<file path="src/rtl/ps2_host_tx_pkg.sv">
// Shared definitions for the PS/2 host transmitter: FSM states, command bytes
// and the parity helper.
package ps2_host_tx_pkg;

  typedef enum logic [2:0] {
    ST_IDLE,
    ST_INHIBIT,
    ST_REQ,
    ST_DATA,
    ST_PARITY,
    ST_STOP,
    ST_WAIT_IDLE,
    ST_ERR
  } state_t;

  localparam logic [7:0] CMD_SET_LEDS = 8'hED;
  localparam logic [7:0] CMD_RESET    = 8'hFF;
  localparam logic [7:0] CMD_ENABLE   = 8'hF4;
  localparam logic [7:0] RSP_ACK      = 8'hFA;

  // PS/2 uses odd parity: the parity bit makes the total count of ones odd.
  function automatic logic odd_parity(input logic [7:0] d);
    return ~^d;
  endfunction

endpackage

</file>
<file path="src/rtl/ps2_line_sync.sv">
// Two-flop synchroniser for the raw PS/2 CLK and DAT pins plus a registered
// strobe marking each synchronised CLK 1->0 transition. Idle lines read high,
// so the flops reset to 1 and no false edge appears after reset.
module ps2_line_sync (
  input  logic clock,
  input  logic reset,
  input  logic ps2_clk_in,
  input  logic ps2_dat_in,
  output logic clk_sync,
  output logic dat_sync,
  output logic clk_fall
);

  logic [1:0] r_meta;
  logic [1:0] r_sync;
  logic       r_clk_prev;
  logic       r_fall;

  // Synchronise both pins, remember the previous CLK sample and register the fall strobe.
  always_ff @(posedge clock) begin
    if (reset) begin
      r_meta     <= 2'b11;
      r_sync     <= 2'b11;
      r_clk_prev <= 1'b1;
      r_fall     <= 1'b0;
    end else begin
      r_meta     <= {ps2_dat_in, ps2_clk_in};
      r_sync     <= r_meta;
      r_clk_prev <= r_sync[0];
      r_fall     <= r_clk_prev & ~r_sync[0];
    end
  end

  assign clk_sync = r_sync[0];
  assign dat_sync = r_sync[1];
  assign clk_fall = r_fall;

endmodule

</file>
<file path="src/rtl/ps2_host_tx.sv">
// Host-to-device PS/2 transmitter. Inhibits the bus, issues a request-to-send,
// then shifts one byte, odd parity and stop out on the device's falling clock
// edges and samples the device ACK. Lines are driven through drive-low enables;
// the tristate buffers live at the chip top.
module ps2_host_tx
  import ps2_host_tx_pkg::*;
#(
  parameter int INHIBIT_CYCLES = 6000,
  parameter int START_TIMEOUT  = 750000,
  parameter int PACKET_TIMEOUT = 100000
) (
  input  logic       clock,
  input  logic       reset,
  input  logic [7:0] tx_data,
  input  logic       tx_valid,
  output logic       tx_ready,
  input  logic       PS2_CLK_in,
  input  logic       PS2_DAT_in,
  output logic       ps2_clk_drive_low,
  output logic       ps2_dat_drive_low,
  output logic       rx_inhibit,
  output logic       done,
  output logic       ack_ok,
  output logic       error
);

  localparam int MAX_A = (INHIBIT_CYCLES > START_TIMEOUT) ? INHIBIT_CYCLES : START_TIMEOUT;
  localparam int MAX_P = (MAX_A > PACKET_TIMEOUT) ? MAX_A : PACKET_TIMEOUT;
  localparam int CW    = $clog2(MAX_P + 1);

  localparam logic [CW-1:0] INH_LAST   = CW'(INHIBIT_CYCLES - 1);
  localparam logic [CW-1:0] START_LAST = CW'(START_TIMEOUT - 1);
  localparam logic [CW-1:0] PKT_LAST   = CW'(PACKET_TIMEOUT - 1);

  logic w_clk_sync;
  logic w_dat_sync;
  logic w_clk_fall;

  ps2_line_sync u_sync (
    .clock      (clock),
    .reset      (reset),
    .ps2_clk_in (PS2_CLK_in),
    .ps2_dat_in (PS2_DAT_in),
    .clk_sync   (w_clk_sync),
    .dat_sync   (w_dat_sync),
    .clk_fall   (w_clk_fall)
  );

  state_t          r_state, w_state_next;
  logic [CW-1:0]   r_cnt, w_cnt_next, w_cnt_inc;
  logic [2:0]      r_bit, w_bit_next, w_bit_inc;
  logic [7:0]      r_data, w_data_next;
  logic            r_par, w_par_next;
  logic            r_clk_dl, w_clk_dl_next;
  logic            r_dat_dl, w_dat_dl_next;
  logic            r_ack, w_ack_next;
  logic            r_done, w_done_next;
  logic            r_err, w_err_next;
  logic            r_tx_ready, r_rx_inhibit;
  logic            w_go_err;
  logic            w_pkt_expired;

  // One shared counter: inhibit time, start timeout, then packet timeout. Saturates.
  assign w_cnt_inc     = (r_cnt == {CW{1'b1}}) ? r_cnt : r_cnt + 1'b1;
  assign w_bit_inc     = r_bit + 3'd1;
  assign w_pkt_expired = (r_cnt >= PKT_LAST);

  // Next-state and next-output logic; a timeout is checked before the fall strobe.
  always_comb begin
    w_state_next  = r_state;
    w_cnt_next    = w_cnt_inc;
    w_bit_next    = r_bit;
    w_data_next   = r_data;
    w_par_next    = r_par;
    w_clk_dl_next = r_clk_dl;
    w_dat_dl_next = r_dat_dl;
    w_ack_next    = r_ack;
    w_done_next   = 1'b0;
    w_err_next    = 1'b0;
    w_go_err      = 1'b0;

    case (r_state)
      ST_IDLE: begin
        w_cnt_next    = '0;
        w_clk_dl_next = 1'b0;
        w_dat_dl_next = 1'b0;
        if (tx_valid && r_tx_ready) begin
          w_data_next   = tx_data;
          w_par_next    = odd_parity(tx_data);
          w_ack_next    = 1'b0;
          w_clk_dl_next = 1'b1;
          w_state_next  = ST_INHIBIT;
        end
      end
      ST_INHIBIT: begin
        if (r_cnt >= INH_LAST) begin
          w_dat_dl_next = 1'b1;
          w_clk_dl_next = 1'b0;
          w_cnt_next    = '0;
          w_state_next  = ST_REQ;
        end
      end
      ST_REQ: begin
        if (r_cnt >= START_LAST) begin
          w_go_err = 1'b1;
        end else if (w_clk_fall) begin
          w_bit_next    = 3'd0;
          w_dat_dl_next = ~r_data[0];
          w_cnt_next    = '0;
          w_state_next  = ST_DATA;
        end
      end
      ST_DATA: begin
        if (w_pkt_expired) begin
          w_go_err = 1'b1;
        end else if (w_clk_fall) begin
          if (r_bit == 3'd7) begin
            w_dat_dl_next = ~r_par;
            w_state_next  = ST_PARITY;
          end else begin
            w_bit_next    = w_bit_inc;
            w_dat_dl_next = ~r_data[w_bit_inc];
          end
        end
      end
      ST_PARITY: begin
        if (w_pkt_expired) begin
          w_go_err = 1'b1;
        end else if (w_clk_fall) begin
          w_dat_dl_next = 1'b0;
          w_state_next  = ST_STOP;
        end
      end
      ST_STOP: begin
        if (w_pkt_expired) begin
          w_go_err = 1'b1;
        end else if (w_clk_fall) begin
          w_ack_next   = ~w_dat_sync;
          w_state_next = ST_WAIT_IDLE;
        end
      end
      ST_WAIT_IDLE: begin
        if (w_clk_sync && w_dat_sync) begin
          w_done_next  = 1'b1;
          w_state_next = ST_IDLE;
        end
      end
      ST_ERR: begin
        w_clk_dl_next = 1'b0;
        w_dat_dl_next = 1'b0;
        w_state_next  = ST_IDLE;
      end
      default: begin
        w_clk_dl_next = 1'b0;
        w_dat_dl_next = 1'b0;
        w_state_next  = ST_IDLE;
      end
    endcase

    if (w_go_err) begin
      w_clk_dl_next = 1'b0;
      w_dat_dl_next = 1'b0;
      w_err_next    = 1'b1;
      w_state_next  = ST_ERR;
    end
  end

  // State and registered outputs; tx_ready/rx_inhibit follow the next state.
  always_ff @(posedge clock) begin
    if (reset) begin
      r_state      <= ST_IDLE;
      r_cnt        <= '0;
      r_bit        <= 3'd0;
      r_data       <= 8'd0;
      r_par        <= 1'b0;
      r_clk_dl     <= 1'b0;
      r_dat_dl     <= 1'b0;
      r_ack        <= 1'b0;
      r_done       <= 1'b0;
      r_err        <= 1'b0;
      r_tx_ready   <= 1'b1;
      r_rx_inhibit <= 1'b0;
    end else begin
      r_state      <= w_state_next;
      r_cnt        <= w_cnt_next;
      r_bit        <= w_bit_next;
      r_data       <= w_data_next;
      r_par        <= w_par_next;
      r_clk_dl     <= w_clk_dl_next;
      r_dat_dl     <= w_dat_dl_next;
      r_ack        <= w_ack_next;
      r_done       <= w_done_next;
      r_err        <= w_err_next;
      r_tx_ready   <= (w_state_next == ST_IDLE);
      r_rx_inhibit <= (w_state_next != ST_IDLE);
    end
  end

  assign tx_ready          = r_tx_ready;
  assign rx_inhibit        = r_rx_inhibit;
  assign ps2_clk_drive_low = r_clk_dl;
  assign ps2_dat_drive_low = r_dat_dl;
  assign done              = r_done;
  assign ack_ok            = r_ack;
  assign error             = r_err;

endmodule
</file>
<file path="config.mk">
export PLATFORM = sky130hd
export DESIGN_NAME = ps2_host_tx
export DESIGN_NICKNAME = d
export VERILOG_FILES = /design/src/rtl/ps2_host_tx_pkg.sv /design/src/rtl/ps2_line_sync.sv /design/src/rtl/ps2_host_tx.sv
export SDC_FILE = /design/constraint.sdc
export NUM_CORES = 1
export LEC_CHECK = 0
export CAP_MARGIN = 20
export CELL_PAD_IN_SITES_DETAIL_PLACEMENT = 0
export CELL_PAD_IN_SITES_GLOBAL_PLACEMENT = 1
export CORE_MARGIN = 3
export CORE_UTILIZATION = 44
export DETAILED_ROUTE_END_ITERATION = 10
export PLACE_DENSITY_LB_ADDON = 0.12
export SLEW_MARGIN = 30
export SYNTH_ARGS = -nofsm -noshare
export SYNTH_HDL_FRONTEND = slang
export SYNTH_SLANG_ARGS = --single-unit
</file>
<file path="constraint.sdc">
create_clock -name clock -period 2.95 [get_ports clock]
set_input_delay 0.59 -clock clock [delete_from_list [all_inputs] [get_ports clock]]
set_output_delay 0.59 -clock clock [all_outputs]
set_load 0.01 [all_outputs]
</file>
==> results of run 1 <==
-- cells by family after synthesis --
family / count (synthesis) / share of synthesized area [%]
simple gates: 129 / 26.7
compound gates: 50 / 13.9
flops: 48 / 39.0
xor+xnor: 21 / 7.47
buf+inv: 20 / 3.20
mux: 17 / 8.13
fa+ha+maj: 3 / 1.52
-- final cells by class --
cell class              instances  area, um^2  share of cell area [%]
flip-flops and latches         48         961                    33.8
inverters                       7        26.3                   0.925
clock inverters                 1        30.0                    1.06
clock buffers                   7        96.3                    3.39
repair buffers                 22         213                    7.49
multi-input cells             220        1430                    50.2
well taps                      70        87.6                    3.08
-- worst max-delay path by stage --
stage | end | startpoint | slack (ps) | cells after the start
floorplan | ps2_dat_drive_low | r_bit[0] | 880 | 8
global placement | r_bit[1] | r_cnt[0] | 560 | 7
detailed placement | r_cnt[4] | r_cnt[13] | 570 | 6
CTS | r_cnt[4] | r_cnt[13] | 560 | 6
global route | r_bit[1] | r_cnt[0] | 340 | 7
finish | r_bit[1] | r_cnt[0] | 550 | 7
-- through the flow --
step                      area, um^2  utilization [%]  cells  total power [uW]  hold slack, ps
after floorplan                 2460                -    288               785             389
after global placement          2720             51.5    367               837             393
after detailed placement        2720             51.5    367               837             397
after CTS                       2840             53.9    375              1350             418
after global routing            2840             53.9    375              1390             438
final                           2840             53.9    375              1340             413
-- state kept, by name (all words and copies together), names as in the netlist --
name / count
u_sync.clk_fall: 1
u_sync.r_clk_prev: 1
error: 1
r_state: 3
done: 1
r_bit: 3
r_cnt: 20
rx_inhibit: 1
u_sync.r_meta: 2
ps2_dat_drive_low: 1
u_sync.r_sync: 2
ack_ok: 1
tx_ready: 1
ps2_clk_drive_low: 1
r_data: 8
r_par: 1
-- synthesized netlist by cell type (3+ instances only) --
| cell type | instances | area share [%] |
|---|---|---|
| sky130_fd_sc_hd__clkbuf_1 | 9 | 1.4 |
| sky130_fd_sc_hd__inv_1 | 7 | 1.1 |
| sky130_fd_sc_hd__nand3_1 | 13 | 2.6 |
| sky130_fd_sc_hd__nor2b_1 | 6 | 1.5 |
| sky130_fd_sc_hd__o21ai_1 | 3 | 0.61 |
| sky130_fd_sc_hd__mux2_1 | 4 | 1.8 |
| sky130_fd_sc_hd__buf_2 | 3 | 0.61 |
| sky130_fd_sc_hd__nand2b_1 | 4 | 1.0 |
| sky130_fd_sc_hd__xnor2_1 | 13 | 4.6 |
| sky130_fd_sc_hd__a31oi_1 | 5 | 1.3 |
| sky130_fd_sc_hd__xor2_1 | 8 | 2.8 |
| sky130_fd_sc_hd__o21ai_0 | 5 | 1.0 |
| sky130_fd_sc_hd__ha_1 | 3 | 1.5 |
| sky130_fd_sc_hd__a21oi_1 | 13 | 2.6 |
| sky130_fd_sc_hd__nor3_1 | 11 | 2.2 |
| sky130_fd_sc_hd__or3_1 | 3 | 0.76 |
| sky130_fd_sc_hd__mux2i_1 | 11 | 4.5 |
| sky130_fd_sc_hd__nand2_1 | 22 | 3.4 |
| sky130_fd_sc_hd__and3_1 | 7 | 1.8 |
| sky130_fd_sc_hd__dfxtp_1 | 48 | 39 |
| sky130_fd_sc_hd__nor2_1 | 39 | 5.9 |
| sky130_fd_sc_hd__or2_2 | 5 | 1.3 |
| sky130_fd_sc_hd__nand4_1 | 7 | 1.8 |
-- metal layers --
metal	GRT usage, %	up-vias
li1	-	1063
met1	27.9	953
met2	23.2	65
met3	3.55	4
met4	5.74	0
met5	0	-
-- layout by cell type (no fill, tap or decap), types with 4 or more instances in the layout --
cell	netlist	final
sky130_fd_sc_hd__nor3_1	11	10
sky130_fd_sc_hd__nor2_1	39	39
sky130_fd_sc_hd__nand2_1	22	22
sky130_fd_sc_hd__xor2_1	8	8
sky130_fd_sc_hd__dfxtp_1	48	48
sky130_fd_sc_hd__o21ai_0	5	5
sky130_fd_sc_hd__or2_2	5	5
sky130_fd_sc_hd__clkdlybuf4s50_1	0	19
sky130_fd_sc_hd__nand3_1	13	13
sky130_fd_sc_hd__nand2b_1	4	4
sky130_fd_sc_hd__nor2b_1	6	6
sky130_fd_sc_hd__mux2_1	4	4
sky130_fd_sc_hd__xnor2_1	13	13
sky130_fd_sc_hd__inv_1	7	7
sky130_fd_sc_hd__clkbuf_8	0	7
sky130_fd_sc_hd__nand4_1	7	7
sky130_fd_sc_hd__and3_1	7	7
sky130_fd_sc_hd__a31oi_1	5	5
sky130_fd_sc_hd__mux2i_1	11	11
sky130_fd_sc_hd__a21oi_1	13	13
-- power by group through the flow --
stage / Combinational [uW] / Sequential [uW] / Clock [uW]
6_report: 137 / 686 / 515
5_1_grt: 150 / 689 / 553
4_1_cts: 137 / 685 / 531
3_5_place_dp: 136 / 700 / 0
3_3_place_gp: 136 / 701 / 0
2_1_floorplan: 89.2 / 696 / 0
-- worst min-delay path, delay by kind of cell (launching register included) --
kind | cells | cell delay [ps]
DFF | 1 | 310
buffers and inverters | 1 | 40
and+or+nand+nor | 1 | 30
==> summary by stage, run 1 <==
Layout
The number of nets at the end of the flow is 320. The number of diodes is 0. The share of post-route cells with drive strength above 1 is under 10%. The layout has about 500 filler cells. Compared with the post-synthesis result, the final layout area differs by 15.4%.

Floorplan
For this configuration, the core starts out at a cell density of a little under half. The die is ~81 um wide. The die covers around 6500 um^2. Measured along the y axis, the die boundary spans 80.8 um. The site row count is 26. The placeable core area is between 5000 and 6000 um^2. The count of pins on the block boundary is 20.

Yosys
The number of different library cells used by synthesis comes to 53. A synthesized cell averages about 8.5 um^2. The number of nets handed over by synthesis was around 300. Counting flops and latches in the post-synthesis netlist gives 48. The flip-flop cell with the highest count after synthesis is sky130_fd_sc_hd__dfxtp_1. The post-synthesis instance area is 2460 um^2. After synthesis, flip-flops and latches occupy 39.0% of the total area. Yosys printed 0 warnings. The number of enable-type register cells in the synthesized netlist is 0. Counting every instance in the synthesized netlist gives approximately 290. The proportion of register bits with asynchronous set or reset after synthesis is 0%.

Timing
Setup total negative slack on the finished layout was measured at 0 ps. The remaining max-slew budget at the tightest pin is between 40% and 50%. The achievable frequency is about 0.42 GHz. The slew of the pin with the lowest slew margin is 757 ps. The final critical path takes up between 80% and 90% of the cycle. Setup violations remaining at the end of the flow were counted as 0. The final period demand of the worst path is 2400 ps. Setup repair after global routing left no endpoint under its margin. The setup slack after layout is 552 ps. The number of hold violations in the final report is 0. The clock skew is approximately 7 ps.

The count of final max-slew check failures was 0.

Clocking
The number of levels in the clock H-tree is 2. The maximum clock insertion buffer count is 2. TritonCTS built the clock tree. The number of gates resized after CTS was 0.

Clock-pin slew was measured on the worst setup and hold paths at 90 ps. The clock insertion delay at the later pin of the skew report is about 300 ps. Buffers added to address setup during post-CTS repair amount to 0.

The number of hold buffers added after CTS is 0. Clock tree synthesis selected as its root buffer the cell sky130_fd_sc_hd__clkbuf_8. The CTS sink count is 48.

In this run, CTS created clock tree buffers numbering 5.

Route
Summed over all layers, the routed wires come to 5.30 mm. The detailed router finished its first iteration with between 300 and 400 violations. Dividing the detail-routed wire length by the instance count gives 14.1 um. Summing over every cut layer, the via total after detailed routing is about 2100. The average vias per placed instance is about 5.6. The routed length on met3 is 306 um. The total DRC errors in the routed layout is 0.

In this run the top signal layer used is met4. The met2 layer wire length in the routed design is 2.14 mm. The detailed-routing wirelength on met1 is 2.80 mm. In this run the remaining antenna-violating nets after routing total 0. The first TritonRoute pass finished after 4 iterations.

Power
The clock network accounts for 38.5% of the total power. In this run, the combinational gates consume between 10% and 20% of the power. In this run the power spent charging and discharging nets is roughly 300 uW. Net switching is around 22% of the power. The leakage power total is 0.000978 uW. The worst voltage drop across the vdd grid is about 0.00033 V.

Sequential cells burn between 50% and 60% of the power. For this design the ratio of total power to cell area is about 470 nW/um^2. The internal portion of the total power is around 1000 uW.

Global routing
The initial antenna violation count was 0. The first global-routing pass estimated ~9.1 mm of wire. For this run the aggregate overflow at the end of global routing stands at 0.

The number of global-route vias before repair is 1818. Entering global routing, the biggest net connects 23 pins. Global routing used between 10% and 20% of the available tracks.

Critical path
Walking the worst path, the cells encountered are ha_1 -> nand4_1 -> a211o_1 -> a22oi_1 -> o22ai_1 -> nand3_1 -> mux2_1. The largest individual stage delay along the critical path comes from the cell sky130_fd_sc_hd__a22oi_1. The worst register-to-register path ends at r_bit[1]. The register-to-register path setup slack is between 500 and 600 ps. The setup path with the least slack is of type reg2reg. The critical path startpoint category is a register. In this run the critical register-to-register path is launched from r_cnt[0].

Grouping stages by cell kind, the critical path spends the most delay in compound AO/OA/AOI/OAI gates. Data arrives at the worst endpoint at about 2600 ps. The required time at the endpoint of the critical path is 3140 ps. For the worst flop-to-flop path, the logic depth is 7.

In this run the worst path has a maximum fanout of 5. STA classifies the critical path endpoint as a register. On the worst path, the slowest cell contributes a delay of 410 ps. The buffering stage count on the worst path with inverters included is 0.

Job
The number of max-cap violations is 0.

Run status
The run finished with clean final reports.

Placed design
Input and output buffers added on the ports amount to 19. The worst setup timing slack at the placement stage is 575 ps. At the end of routability-driven placement, the weighted congestion stood at 0.829. The placed wire-length estimate is between 3 and 4 mm.

Hold path
The path with the worst hold slack has its endpoint at u_sync.clk_fall. The tightest min-delay check is of the reg2reg type. Counting instances, the worst hold path has a depth of 2. The startpoint identified for the worst hold timing path is u_sync.r_clk_prev.
Power figures use the tool's default switching activity.
==> inputs of run 2 (changes only) <==
- clock period: 2.95 -> 2.5 ns (I/O delays scaled with it)
==> run 2 against run 1 <==
Against the previous run:
- first-iteration DRC count decreased by 41%
- worst setup slack got worse by 320 ps
- clock power decreased by 2%
- critical path type unchanged
- critical endpoint is now ps2_dat_drive_low
==> summary by stage, run 2 (same netlist as run 1, synthesis figures left out) <==
Floorplan
The count of pins on the block boundary was 20 (unchanged). The site row count is 26 (unchanged). The overall die width is 80.8 um (unchanged). The die height came to 80.8 um (unchanged).

The die area was 6530 um^2 (unchanged). The placeable core area is 5270 um^2 (unchanged). The initial cell density of the core is 46.7% (unchanged).

Route
The top layer reached by signal wires is met4 (unchanged). The wire length after detailed routing is 5.46 mm (was 5.30 mm). The total DRC errors in the routed layout was 0 (unchanged). The count of TritonRoute iterations in the first routing pass is 4 (unchanged). The met2 layer wire length in the routed design is 2.20 mm (was 2.14 mm). The overall via count from detail_route is 2070 (was 2085). The number of nets with antenna violations after detailed routing is 0 (unchanged).

The detailed-routing wirelength on met1 is 2.90 mm (was 2.80 mm). The routed length on met3 is 278 um (was 306 um). The routed length per instance is 14.3 um (was 14.1 um). The average vias per placed instance is 5.42 (was 5.56). The detailed router's first-iteration violation count was 192 (was 328).

Timing
Unrepaired setup endpoints after global routing: no (unchanged). The clock skew came to 5.64 ps (was 7.12 ps). The setup TNS was 0 ps (unchanged). The setup violation total in the final timing report is 0 (unchanged). The fraction of the cycle the final worst path needs is 90.8% (was 81.3%). The achievable frequency was 0.441 GHz (was 0.417 GHz). The number of hold violations in the final report was 0 (unchanged). The final period demand of the worst path came to 2270 ps (was 2400 ps). The slew of the pin with the lowest slew margin is 501 ps (was 757 ps). The remaining max-slew budget at the tightest pin is 66.3% (was 49.5%).

The count of final max-slew check failures is 0 (unchanged).

Clocking
The maximum clock insertion buffer count came to 2 (unchanged). The number of levels in the clock H-tree is 2 (unchanged). The post-cts resize count is 0 (unchanged). The CTS clock-pin slew for the worst setup and hold paths is 90 ps (about the same).

The clock buffer count from CTS is 5 (unchanged). The clock insertion delay at the later pin of the skew report is 300 ps (about the same). The CTS sink count was 48 (unchanged). The buffer type at the clock tree root is sky130_fd_sc_hd__clkbuf_8 (unchanged).

The CTS tree is done (unchanged). The post-CTS setup-driven buffer insertion count was 0 (unchanged). The number of hold buffers added after CTS is 0 (unchanged).

Power
The worst voltage drop across the vdd grid was 0.000223 V (was 0.000329 V). The ratio of total power to cell area is 514 nW/um^2 (was 471 nW/um^2). The leakage power total is 0.00100 uW (was 0.000978 uW).

Run status
Run status: finished clean (unchanged).

Global routing
The pin count of the biggest net entering global routing is 24 (was 23). The number of global-route vias before repair is 2019 (was 1818). The initial antenna violation count is 0 (unchanged). The aggregate global routing overflow is 0 (unchanged). The wire length of the first global-routing pass is 9.75 mm (was 9.06 mm).

The global router's overall resource usage is 19.2% (was 17.6%).

Critical path
The nature of the critical path endpoint is a register (unchanged). The category of the most critical setup path is reg2reg (unchanged). The worst endpoint data arrival time came to 2480 ps (was 2590 ps). The critical path startpoint category is a register (unchanged). The highest net fanout along the worst path is 5 (unchanged). The required time at the endpoint of the critical path is 2710 ps (was 3140 ps).

Layout
The core occupancy in the finished layout is 54.5% (was 53.9%). The largest register by flop count is r_cnt (unchanged). The combined flip-flop and latch cell area was 961 um^2 (unchanged). The synthesis-to-layout area growth is 16.6% (was 15.4%). The number of filler instances in the final layout is 524 (was 498). The number of nets at the end of the flow is 328 (was 320). Top library cells by usage in the layout, fill and taps aside: sky130_fd_sc_hd__dfxtp_1 (48), sky130_fd_sc_hd__nor2_1 (39), sky130_fd_sc_hd__nand2_1 (22), sky130_fd_sc_hd__clkdlybuf4s50_1 (19) (unchanged). The multi-input combinational cell area came to 1430 um^2 (unchanged). The number of diodes was 0 (unchanged). The most common library cell in the layout ignoring fill and taps was sky130_fd_sc_hd__dfxtp_1 (unchanged).

The share of post-route cells with drive strength above 1 is 9.62% (was 7.54%). The number of flip-flops under the largest register name is 20 (unchanged). Largest regs: r_cnt: 20 flops, r_data: 8 flops (unchanged).

Placed design
The placed wire-length estimate was 4.08 mm (was 3.87 mm). The number of I/O port buffers is 19 (unchanged). The final RePlAce weighted congestion is 0.837 (was 0.829).

Job
The number of max-cap violations is 0 (unchanged).

Hold path
The worst min-delay path category is reg2reg (unchanged).
==> run 2: worst paths after layout <==
kind	from	to	cells after the start	slack, ps
setup / recovery	r_bit[0]	ps2_dat_drive_low	8	230
hold / removal	u_sync.r_clk_prev	u_sync.clk_fall	2	410
hold reg to reg	u_sync.r_clk_prev	u_sync.clk_fall	2	410
setup reg to reg	r_bit[0]	ps2_dat_drive_low	8	230
==> run 2: routing by layer <==
layer / vias up / GRT usage [%]
met2: 43 / 27.0
li1: 1079 / -
met4: 0 / 5.57
met1: 940 / 28.9
met5: - / 0
met3: 8 / 4.32
==> run 2: power breakdown <==
part	switching [uW]	leakage, uW	internal (uW)
logic	74.9	0.000562	86.7
clock network	258	0.0000503	247
registers	19.0	0.000390	790
==> run 2: cell type report <==
type | count | area share [%]
Sequential cell | 48 | 33.5
Timing Repair Buffer | 30 | 9.50
Multi-Input combinational cell | 220 | 49.7
Tap cell | 70 | 3.05
Inverter | 7 | 0.915
Clock buffer | 7 | 3.36
==> run 2: per-stage QoR <==
step	instances	setup WS (ps)	hold slack, ps	area (um^2)	power, uW
after floorplan	288	432	389	2460	926
after global placement	375	336	393	2780	989
after detailed placement	375	241	395	2780	991
after CTS	382	239	416	2870	1490
after global routing	382	31.5	436	2870	1550
final	382	231	412	2870	1480
==> run 2: critical path: stages, from the launching register on <==
cell,delay [ps]
sky130_fd_sc_hd__dfxtp_1,370
sky130_fd_sc_hd__ha_1,220
sky130_fd_sc_hd__ha_1,320
sky130_fd_sc_hd__mux4_2,280
sky130_fd_sc_hd__nor2b_1,130
sky130_fd_sc_hd__a2111oi_0,400
sky130_fd_sc_hd__a211oi_1,80
sky130_fd_sc_hd__nand4_1,100
sky130_fd_sc_hd__nor4bb_1,260
